--- src/rtl/uart_mem_bridge_pkg.sv ---
// rtl/uart_mem_bridge_pkg.sv - shared opcodes, status codes and FSM encoding for uart_mem_bridge
package uart_mem_bridge_pkg;

    localparam logic [7:0] OP_ADDR       = 8'h01;
    localparam logic [7:0] OP_LOAD       = 8'h02;
    localparam logic [7:0] OP_WRITE      = 8'h03;
    localparam logic [7:0] OP_READ       = 8'h04;
    localparam logic [7:0] OP_READ_REQ   = 8'h05;
    localparam logic [7:0] OP_COUNT      = 8'h06;
    localparam logic [7:0] OP_CONST      = 8'h07;
    localparam logic [7:0] OP_WRITE_INC  = 8'h08;
    localparam logic [7:0] OP_READ_BURST = 8'h09;

    localparam logic [7:0] ST_OK      = 8'h00;
    localparam logic [7:0] ST_UNKNOWN = 8'h01;
    localparam logic [7:0] ST_BUSY    = 8'h02;
    localparam logic [7:0] ST_BAD_LEN = 8'h03;
    localparam logic [7:0] ST_CSUM    = 8'h04;

    typedef enum logic [2:0] {
        S_RX,
        S_EXEC,
        S_WAIT_MEM,
        S_TX_LOAD,
        S_TX_STROBE,
        S_TX_WAIT
    } state_t;

    // Commands that touch the memory interface and must respect mem_busy
    function automatic logic is_mem_cmd(input logic [7:0] op);
        return (op == OP_WRITE) || (op == OP_READ_REQ) ||
               (op == OP_WRITE_INC) || (op == OP_READ_BURST);
    endfunction

    function automatic logic [7:0] sat_inc(input logic [7:0] v);
        return (v == 8'hFF) ? v : v + 8'd1;
    endfunction

endpackage

--- src/rtl/uart_mem_bridge_fifo.sv ---
// rtl/uart_mem_bridge_fifo.sv - bridge_word_fifo: burst read buffer with push/pop/clear/empty
module bridge_word_fifo #(
    parameter int DEPTH = 16,
    parameter int WIDTH = 32
) (
    input  logic             clk,
    input  logic             reset,
    input  logic             clear,
    input  logic             push,
    input  logic             pop,
    input  logic [WIDTH-1:0] wr_data,
    output logic [WIDTH-1:0] rd_data,
    output logic             empty
);
    localparam int PW = (DEPTH > 1) ? $clog2(DEPTH) : 1;

    logic [WIDTH-1:0] mem [DEPTH];
    logic [PW-1:0]    wr_ptr;
    logic [PW-1:0]    rd_ptr;
    logic [PW:0]      count;
    logic             pop_ok;

    assign empty   = (count == '0);
    assign pop_ok  = pop && !empty;
    assign rd_data = mem[rd_ptr];

    // Storage array; no reset needed since reads are gated by count
    always_ff @(posedge clk) begin
        if (push) mem[wr_ptr] <= wr_data;
    end

    // Pointers wrap naturally because DEPTH is a power of two
    always_ff @(posedge clk) begin
        if (reset || clear) begin
            wr_ptr <= '0;
            rd_ptr <= '0;
            count  <= '0;
        end else begin
            if (push)   wr_ptr <= wr_ptr + PW'(1);
            if (pop_ok) rd_ptr <= rd_ptr + PW'(1);
            case ({push, pop_ok})
                2'b10:   count <= count + (PW+1)'(1);
                2'b01:   count <= count - (PW+1)'(1);
                default: count <= count;
            endcase
        end
    end

endmodule

--- src/rtl/uart_mem_bridge.sv ---
// rtl/uart_mem_bridge.sv - UART command bridge to HyperRAM; optional UART_MEM_BRIDGE_CHECKSUM_EN
module uart_mem_bridge
    import uart_mem_bridge_pkg::*;
#(
    parameter int DATA_BYTES  = 4,
    parameter int ADDR_W      = 32,
    parameter int MAX_BURST   = 16,
    parameter int TIMEOUT_CYC = 24000
) (
    input  logic                    clk,
    input  logic                    reset,
    input  logic                    rx_valid,
    input  logic [7:0]              rx_data,
    output logic                    tx_start,
    output logic [7:0]              tx_data,
    input  logic                    tx_ready,
    output logic [ADDR_W-1:0]       mem_addr,
    output logic [8*DATA_BYTES-1:0] mem_wr_d,
    output logic                    mem_wr_req,
    output logic                    mem_rd_req,
    output logic [5:0]              mem_rd_num,
    input  logic [8*DATA_BYTES-1:0] mem_rd_d,
    input  logic                    mem_rd_rdy,
    input  logic                    mem_busy,
    output logic [7:0]              err_count
);
    localparam int W = 8 * DATA_BYTES;
`ifdef UART_MEM_BRIDGE_CHECKSUM_EN
    localparam int CK = 1;
`else
    localparam int CK = 0;
`endif
    localparam logic [7:0] LAST_IDX  = 8'(DATA_BYTES + CK);
    localparam logic [7:0] LAST_BYTE = 8'(DATA_BYTES - 1);

    state_t         state, state_nx;
    logic [7:0]     byte_cnt, cmd_r, resp_status, byte_idx, exec_status;
    logic [W-1:0]   payload_r, rd_word, counter, tx_shift, exec_word, fifo_rd_data;
    logic [31:0]    idle_cnt;
    logic [5:0]     rd_cnt, burst_n;
    logic [15:0]    tx_cnt, tx_total;
    logic [1:0]     wait_cnt;
    logic           resp_burst, exec_ok, load_status, load_data;
    logic           fifo_push, fifo_pop, fifo_clear, fifo_empty;
`ifdef UART_MEM_BRIDGE_CHECKSUM_EN
    logic [7:0]     rx_xor, rx_ck, tx_csum;
`endif

    assign burst_n     = payload_r[5:0];
    assign mem_rd_num  = (cmd_r == OP_READ_BURST) ? burst_n : 6'd1;
    assign load_status = (tx_cnt == 16'd0);
`ifdef UART_MEM_BRIDGE_CHECKSUM_EN
    assign load_data   = !load_status && (tx_cnt != tx_total - 16'd1);
`else
    assign load_data   = !load_status;
`endif
    assign fifo_push   = (state == S_WAIT_MEM) && mem_rd_rdy;
    assign fifo_clear  = (state == S_EXEC);
    assign fifo_pop    = (state == S_TX_LOAD) && resp_burst && !fifo_empty &&
                         (load_status || (load_data && byte_idx == LAST_BYTE));

    bridge_word_fifo #(.DEPTH(MAX_BURST), .WIDTH(W)) u_fifo (
        .clk     (clk),
        .reset   (reset),
        .clear   (fifo_clear),
        .push    (fifo_push),
        .pop     (fifo_pop),
        .wr_data (mem_rd_d),
        .rd_data (fifo_rd_data),
        .empty   (fifo_empty)
    );

    // Command decode: status and response word for the frame held in cmd_r/payload_r
    always_comb begin
        exec_status = ST_OK;
        exec_word   = '0;
        case (cmd_r)
            OP_ADDR, OP_LOAD:                     exec_word = payload_r;
            OP_WRITE, OP_READ_REQ, OP_WRITE_INC:  exec_word = W'(cmd_r);
            OP_READ:                              exec_word = rd_word;
            OP_COUNT:                             exec_word = counter;
            OP_CONST:                             exec_word = W'(259);
            OP_READ_BURST:                        exec_word = '0;
            default:                              exec_status = ST_UNKNOWN;
        endcase
        if (exec_status == ST_OK && cmd_r == OP_READ_BURST &&
            (burst_n == 6'd0 || int'(burst_n) > MAX_BURST))
            exec_status = ST_BAD_LEN;
        if (exec_status == ST_OK && is_mem_cmd(cmd_r) && mem_busy)
            exec_status = ST_BUSY;
`ifdef UART_MEM_BRIDGE_CHECKSUM_EN
        if (rx_xor != rx_ck) exec_status = ST_CSUM;
`endif
        exec_ok = (exec_status == ST_OK);
        if (!exec_ok) exec_word = '0;
    end

    // State register
    always_ff @(posedge clk) begin
        if (reset) state <= S_RX;
        else       state <= state_nx;
    end

    // Next-state logic plus the single-cycle strobes
    always_comb begin
        state_nx   = state;
        tx_start   = 1'b0;
        mem_wr_req = 1'b0;
        mem_rd_req = 1'b0;
        case (state)
            S_RX:        if (rx_valid && byte_cnt == LAST_IDX) state_nx = S_EXEC;
            S_EXEC: begin
                mem_wr_req = exec_ok && (cmd_r == OP_WRITE || cmd_r == OP_WRITE_INC);
                mem_rd_req = exec_ok && (cmd_r == OP_READ_REQ || cmd_r == OP_READ_BURST);
                state_nx   = mem_rd_req ? S_WAIT_MEM : S_TX_LOAD;
            end
            S_WAIT_MEM:  if (mem_rd_rdy && (rd_cnt + 6'd1) == mem_rd_num) state_nx = S_TX_LOAD;
            S_TX_LOAD:   state_nx = S_TX_STROBE;
            S_TX_STROBE: if (tx_ready) begin
                tx_start = 1'b1;
                state_nx = S_TX_WAIT;
            end
            S_TX_WAIT:   if (wait_cnt == 2'd2 && tx_ready)
                state_nx = (tx_cnt == tx_total) ? S_RX : S_TX_LOAD;
            default:     state_nx = S_RX;
        endcase
    end

    // Datapath: frame capture, timeout, command side effects and response serialisation
    always_ff @(posedge clk) begin
        if (reset) begin
            byte_cnt <= '0; cmd_r <= '0; payload_r <= '0; idle_cnt <= '0;
            rd_word <= '0; counter <= '0; mem_addr <= '0; mem_wr_d <= '0;
            err_count <= '0; resp_status <= '0; resp_burst <= 1'b0; tx_shift <= '0;
            tx_cnt <= '0; tx_total <= '0; byte_idx <= '0; rd_cnt <= '0;
            wait_cnt <= '0; tx_data <= '0;
`ifdef UART_MEM_BRIDGE_CHECKSUM_EN
            rx_xor <= '0; rx_ck <= '0; tx_csum <= '0;
`endif
        end else begin
            case (state)
                S_RX: begin
                    if (rx_valid) begin
                        idle_cnt <= '0;
                        if (byte_cnt == 8'd0) begin
                            cmd_r <= rx_data;
`ifdef UART_MEM_BRIDGE_CHECKSUM_EN
                            rx_xor <= rx_data;
                        end else if (byte_cnt == LAST_IDX) begin
                            rx_ck <= rx_data;
`endif
                        end else begin
                            payload_r <= {payload_r[W-9:0], rx_data};
`ifdef UART_MEM_BRIDGE_CHECKSUM_EN
                            rx_xor <= rx_xor ^ rx_data;
`endif
                        end
                        byte_cnt <= (byte_cnt == LAST_IDX) ? 8'd0 : byte_cnt + 8'd1;
                    end else if (byte_cnt != 8'd0) begin
                        if (idle_cnt == 32'(TIMEOUT_CYC - 1)) begin
                            byte_cnt  <= '0;
                            idle_cnt  <= '0;
                            err_count <= sat_inc(err_count);
                        end else begin
                            idle_cnt <= idle_cnt + 32'd1;
                        end
                    end
                end
                S_EXEC: begin
                    resp_status <= exec_status;
                    tx_shift    <= exec_word;
                    resp_burst  <= exec_ok && (cmd_r == OP_READ_BURST);
                    tx_cnt      <= '0;
                    byte_idx    <= '0;
                    rd_cnt      <= '0;
                    tx_total    <= (exec_ok && cmd_r == OP_READ_BURST) ?
                                   16'(1 + CK) + 16'(burst_n) * 16'(DATA_BYTES) :
                                   16'(1 + DATA_BYTES + CK);
                    if (!exec_ok) begin
                        err_count <= sat_inc(err_count);
                    end else begin
                        case (cmd_r)
                            OP_ADDR:      mem_addr <= payload_r[ADDR_W-1:0];
                            OP_LOAD:      mem_wr_d <= payload_r;
                            OP_COUNT:     counter  <= counter + W'(1);
                            OP_WRITE_INC: mem_addr <= mem_addr + ADDR_W'(1);
                            default:      ;
                        endcase
                    end
                end
                S_WAIT_MEM: if (mem_rd_rdy) begin
                    rd_cnt <= rd_cnt + 6'd1;
                    if (cmd_r == OP_READ_REQ) rd_word <= mem_rd_d;
                end
                S_TX_LOAD: begin
                    tx_cnt <= tx_cnt + 16'd1;
                    if (load_status) begin
                        tx_data <= resp_status;
`ifdef UART_MEM_BRIDGE_CHECKSUM_EN
                        tx_csum <= resp_status;
`endif
                        if (resp_burst) tx_shift <= fifo_rd_data;
                    end else if (load_data) begin
                        tx_data  <= tx_shift[W-1 -: 8];
                        tx_shift <= tx_shift << 8;
`ifdef UART_MEM_BRIDGE_CHECKSUM_EN
                        tx_csum  <= tx_csum ^ tx_shift[W-1 -: 8];
`endif
                        if (byte_idx == LAST_BYTE) begin
                            byte_idx <= '0;
                            if (resp_burst && !fifo_empty) tx_shift <= fifo_rd_data;
                        end else begin
                            byte_idx <= byte_idx + 8'd1;
                        end
                    end
`ifdef UART_MEM_BRIDGE_CHECKSUM_EN
                    else begin
                        tx_data <= tx_csum;
                    end
`endif
                end
                S_TX_STROBE: wait_cnt <= '0;
                S_TX_WAIT:   if (wait_cnt != 2'd2) wait_cnt <= wait_cnt + 2'd1;
                default: ;
            endcase
        end
    end

endmodule
--- config.mk ---
export PLATFORM = sky130hd
export DESIGN_NAME = uart_mem_bridge
export DESIGN_NICKNAME = d
export VERILOG_FILES = /design/src/rtl/uart_mem_bridge_pkg.sv /design/src/rtl/uart_mem_bridge_fifo.sv /design/src/rtl/uart_mem_bridge.sv
export SDC_FILE = /design/constraint.sdc
export NUM_CORES = 1
export LEC_CHECK = 0
export CELL_PAD_IN_SITES_DETAIL_PLACEMENT = 0
export CELL_PAD_IN_SITES_GLOBAL_PLACEMENT = 1
export CORE_MARGIN = 5
export CORE_UTILIZATION = 39
export DETAILED_ROUTE_END_ITERATION = 16
export PLACE_DENSITY = 0.69
export SYNTH_ARGS = -nofsm -noshare
export SYNTH_HDL_FRONTEND = slang
export SYNTH_SLANG_ARGS = --single-unit
--- constraint.sdc ---
create_clock -name clk -period 11 [get_ports clk]
set_input_delay 1.65 -clock clk [delete_from_list [all_inputs] [get_ports clk]]
set_output_delay 1.65 -clock clk [all_outputs]
set_load 0.01 [all_outputs]
==> flow_metrics.env <==
export IMPL_status="complete, no violations"
export IMPL_clk_path_buf_depth=3
export IMPL_synth_area_leaders="edfxtp_1, dfxtp_1, mux4_2"
export IMPL_critPathTopFamily="buffers and inverters"
export IMPL_power_frac_seq=0.499
export IMPL_ctsHoldBuffers=0
export IMPL_drt_iter0_drc=1995
export IMPL_ys_ff_latch=830
export IMPL_crit_arrival_ps=4190
export IMPL_htreeDepth=3
export IMPL_grt_start_max_net_pins=116
export IMPL_clk_latency_ps=670
export IMPL_postCtsSetupBuffers=0
export IMPL_synth_edf_count=512
export IMPL_clock_fmax_ghz=0.1712
export IMPL_viasPerCell=5.649
export IMPL_cts_tree="done"
export IMPL_grt_overflow_total=0
export IMPL_num_rows=109
export IMPL_final_util=0.4548
export IMPL_worstHoldPathType="reg -> reg"
export IMPL_yosysTopAreaCell="edfxtp_1"
export IMPL_place_congestion=0.8308
export IMPL_setup_viol=0
export IMPL_dp_slack_ps=5146
export IMPL_clock_skew_ps=54.81
export IMPL_start_util=0.3934
export IMPL_yosysMostFrequentCell="edfxtp_1"
export IMPL_swShare=0.2498
export IMPL_critical_path_max_stage_delay_ps=610
export IMPL_final_nets=2932
export IMPL_ys_seq_area_frac=0.6253
export IMPL_fin_cells=4101
export IMPL_cpMaxStageDelayCell="clkdlybuf4s50_1"
export IMPL_design_die_area_sq_mm=0.09522
export IMPL_syn2layout_area_growth_pct=15.60
export IMPL_drt_pass1_iterations=6
export IMPL_grt_pass1_wl_um=139900
export IMPL_startpoint_type="input port"
export IMPL_setup_ws_ps=5159
export IMPL_reg2reg_slack_ps=6500
export IMPL_ys_async_sr_fraction=0
export IMPL_port_buffers=134
export IMPL_synth_cells=2785
export IMPL_die_w_um=308.6
export IMPL_routed_wirelength_um=92080
export IMPL_cts_made_buffers=86
export IMPL_drc=0
export IMPL_p_leak_nw=12.25
export IMPL_syn_avg_cell_area_sq_um=12.48
export IMPL_ir_drop_mv=0.1122
export IMPL_drive_gt1_frac=0.1224
export IMPL_yosysWarnings=0
export IMPL_synth_main_ff_cell="edfxtp_1"
export IMPL_fin_crit_ps=5841
export IMPL_hold_ws_ps=453.4
export IMPL_cts_resized_gates=0
export IMPL_vias=23168
export IMPL_path_clk_slew_ps=50
export IMPL_synth_top_area_frac=0.4422
export IMPL_p_int_mw=5.170
export IMPL_max_slew_margin_rel=0.2517
export IMPL_power_density_mw_per_mm2=171.4
export IMPL_period_share=0.5310
export IMPL_comb_power_share=0.082
export IMPL_final_antenna_net_count=0
export IMPL_grt_pass1_vias=22841
export IMPL_syn_area_sq_mm=0.03477
export IMPL_core_sq_mm=0.08837
export IMPL_grt_antenna_before_repair=4
export IMPL_die_height_um=308.6
export IMPL_ctsRootBufferMaster="clkbuf_16"
export IMPL_endpoint_kind="primary output"
export IMPL_clock_sinks=830
export IMPL_crit_top_cell="clkdlybuf4s50_1"
export IMPL_power_mw=6.891
export IMPL_crit_type="in -> out"
export IMPL_hold_viol=0
export IMPL_drv_slew=0
export IMPL_path_buf_inv=2
export IMPL_cp_cell_sequence="clkdlybuf4s50_1 > and3b_1 > a32o_1 > a211oi_4 > nand2_1 > nor3_1 > clkdlybuf4s50_1"
export IMPL_rsz0062_at_grt="false"
export IMPL_place_area_sq_mm=0.03737
export IMPL_syn_nets=2852
export IMPL_path_max_fanout=8
export IMPL_crit_required_ps=9350
export IMPL_dp_hpwl_um=57390
export IMPL_routedWlPerCell_um=22.45
export IMPL_postLayoutCellArea_sq_mm=0.04019
export IMPL_fin_setup_tns_ps=0
export IMPL_place_inst=3942
export IMPL_p_clk_frac=0.419
export IMPL_grt_total_usage=0.1897
export IMPL_synthDistinctLibCells=74
export IMPL_ios=135
export IMPL_cap_viol_max_count=0
export IMPL_worst_pin_slew_ps=1122
export IMPL_power_switching_mw=1.721
export IMPL_synth_commonest_cells="edfxtp_1, nand2_1, dfxtp_1, a21oi_1, nor2_1"
registers in the layout (all words and copies together), names as in the netlist, 5 cells and up, named ones only:
register and cells:
payload_r 32, idle_cnt 32, tx_shift 32, byte_idx 8, rd_word 32, mem_addr 32
mem_wr_d 32, tx_total 7, rd_cnt 6, u_fifo.mem 512, err_count 8, byte_cnt 8
cmd_r 8, u_fifo.count 5, tx_cnt 16, tx_data 8, counter 32
cells in the final DEF (no fill, tap or decap), drive strengths merged, types with 30 or more instances in the layout:
| cell | instances |
|---|---|
| edfxtp | 512 |
| mux4 | 136 |
| xnor2 | 38 |
| a21oi | 200 |
| o21ai | 81 |
| nand4 | 53 |
| clkdlybuf4s50 | 133 |
| nand3 | 67 |
| nor2 | 197 |
| nor3 | 34 |
| clkinv | 36 |
| a22oi | 83 |
| dfxtp | 318 |
| inv | 35 |
| clkbuf | 111 |
| nor4 | 30 |
| nand2 | 395 |
| xor2 | 37 |
| a311oi | 33 |
| buf | 47 |
| mux2i | 45 |
routing by layer:
layer / up-vias / global-route usage / share of wire
met2: 729 / 0.3099 / 0.48
met5: - / 0 / 0
met4: 0 / 0.05661 / 0.025
li1: 10666 / - / -
met3: 124 / 0.03615 / 0.068
met1: 11649 / 0.2607 / 0.43
cells by family after synthesis:
kind of cell | after synthesis | synth area share
flip-flops | 830 | 0.6253
adder cells (fa/ha/maj) | 21 | 0.007773
buffers and inverters | 223 | 0.02519
XOR/XNOR | 75 | 0.01889
multiplexers | 187 | 0.1030
AND/OR/NAND/NOR | 934 | 0.1266
AO/OA/AOI/OAI | 515 | 0.09327
worst reg2reg max path, delay by kind of cell, from the launching register on:
kind                     cells  cell delay, ps
AO/OA/AOI/OAI                2            1150
XOR/XNOR                     1             150
adder cells (fa/ha/maj)      3             900
buffers and inverters        2             210
flip-flops                   1             390
AND/OR/NAND/NOR              6            1580
path summary, 6_finish.rpt:
path / startpoint / endpoint / cells past startpoint
worst max-delay path: mem_busy / mem_wr_req / 7
worst min-delay path: mem_wr_d[12]$_SDFFE_PP0P_ / mem_wr_d[12]$_SDFFE_PP0P_ / 2
worst max register to register: tx_cnt[0]$_SDFFE_PP0P_ / u_fifo.count[4]$_SDFFE_PP0P_ / 14
worst min register to register: mem_wr_d[12]$_SDFFE_PP0P_ / mem_wr_d[12]$_SDFFE_PP0P_ / 2
power groups by stage:
stage	Clock (mW)	Combinational, mW	Sequential, mW
5_1_grt	3.09	0.618	3.45
3_5_place_dp	0	0.562	3.51
4_1_cts	2.95	0.564	3.44
6_report	2.88	0.565	3.44
3_3_place_gp	0	0.547	3.50
2_1_floorplan	0	0.384	3.46
cell type report:
| cell class | instances | area (sq um) |
|---|---|---|
| Clock inverter | 45 | 510.5 |
| Clock buffer | 110 | 2302 |
| Inverter | 34 | 127.6 |
| Fill cell | 7909 | 48180 |
| Tap cell | 1165 | 1458 |
| Multi-Input combinational cell | 1732 | 12340 |
| Timing Repair Buffer | 181 | 1698 |
| Antenna cell | 4 | 10.01 |
| Sequential cell | 830 | 21750 |
(Power assumes the default switching activity.)
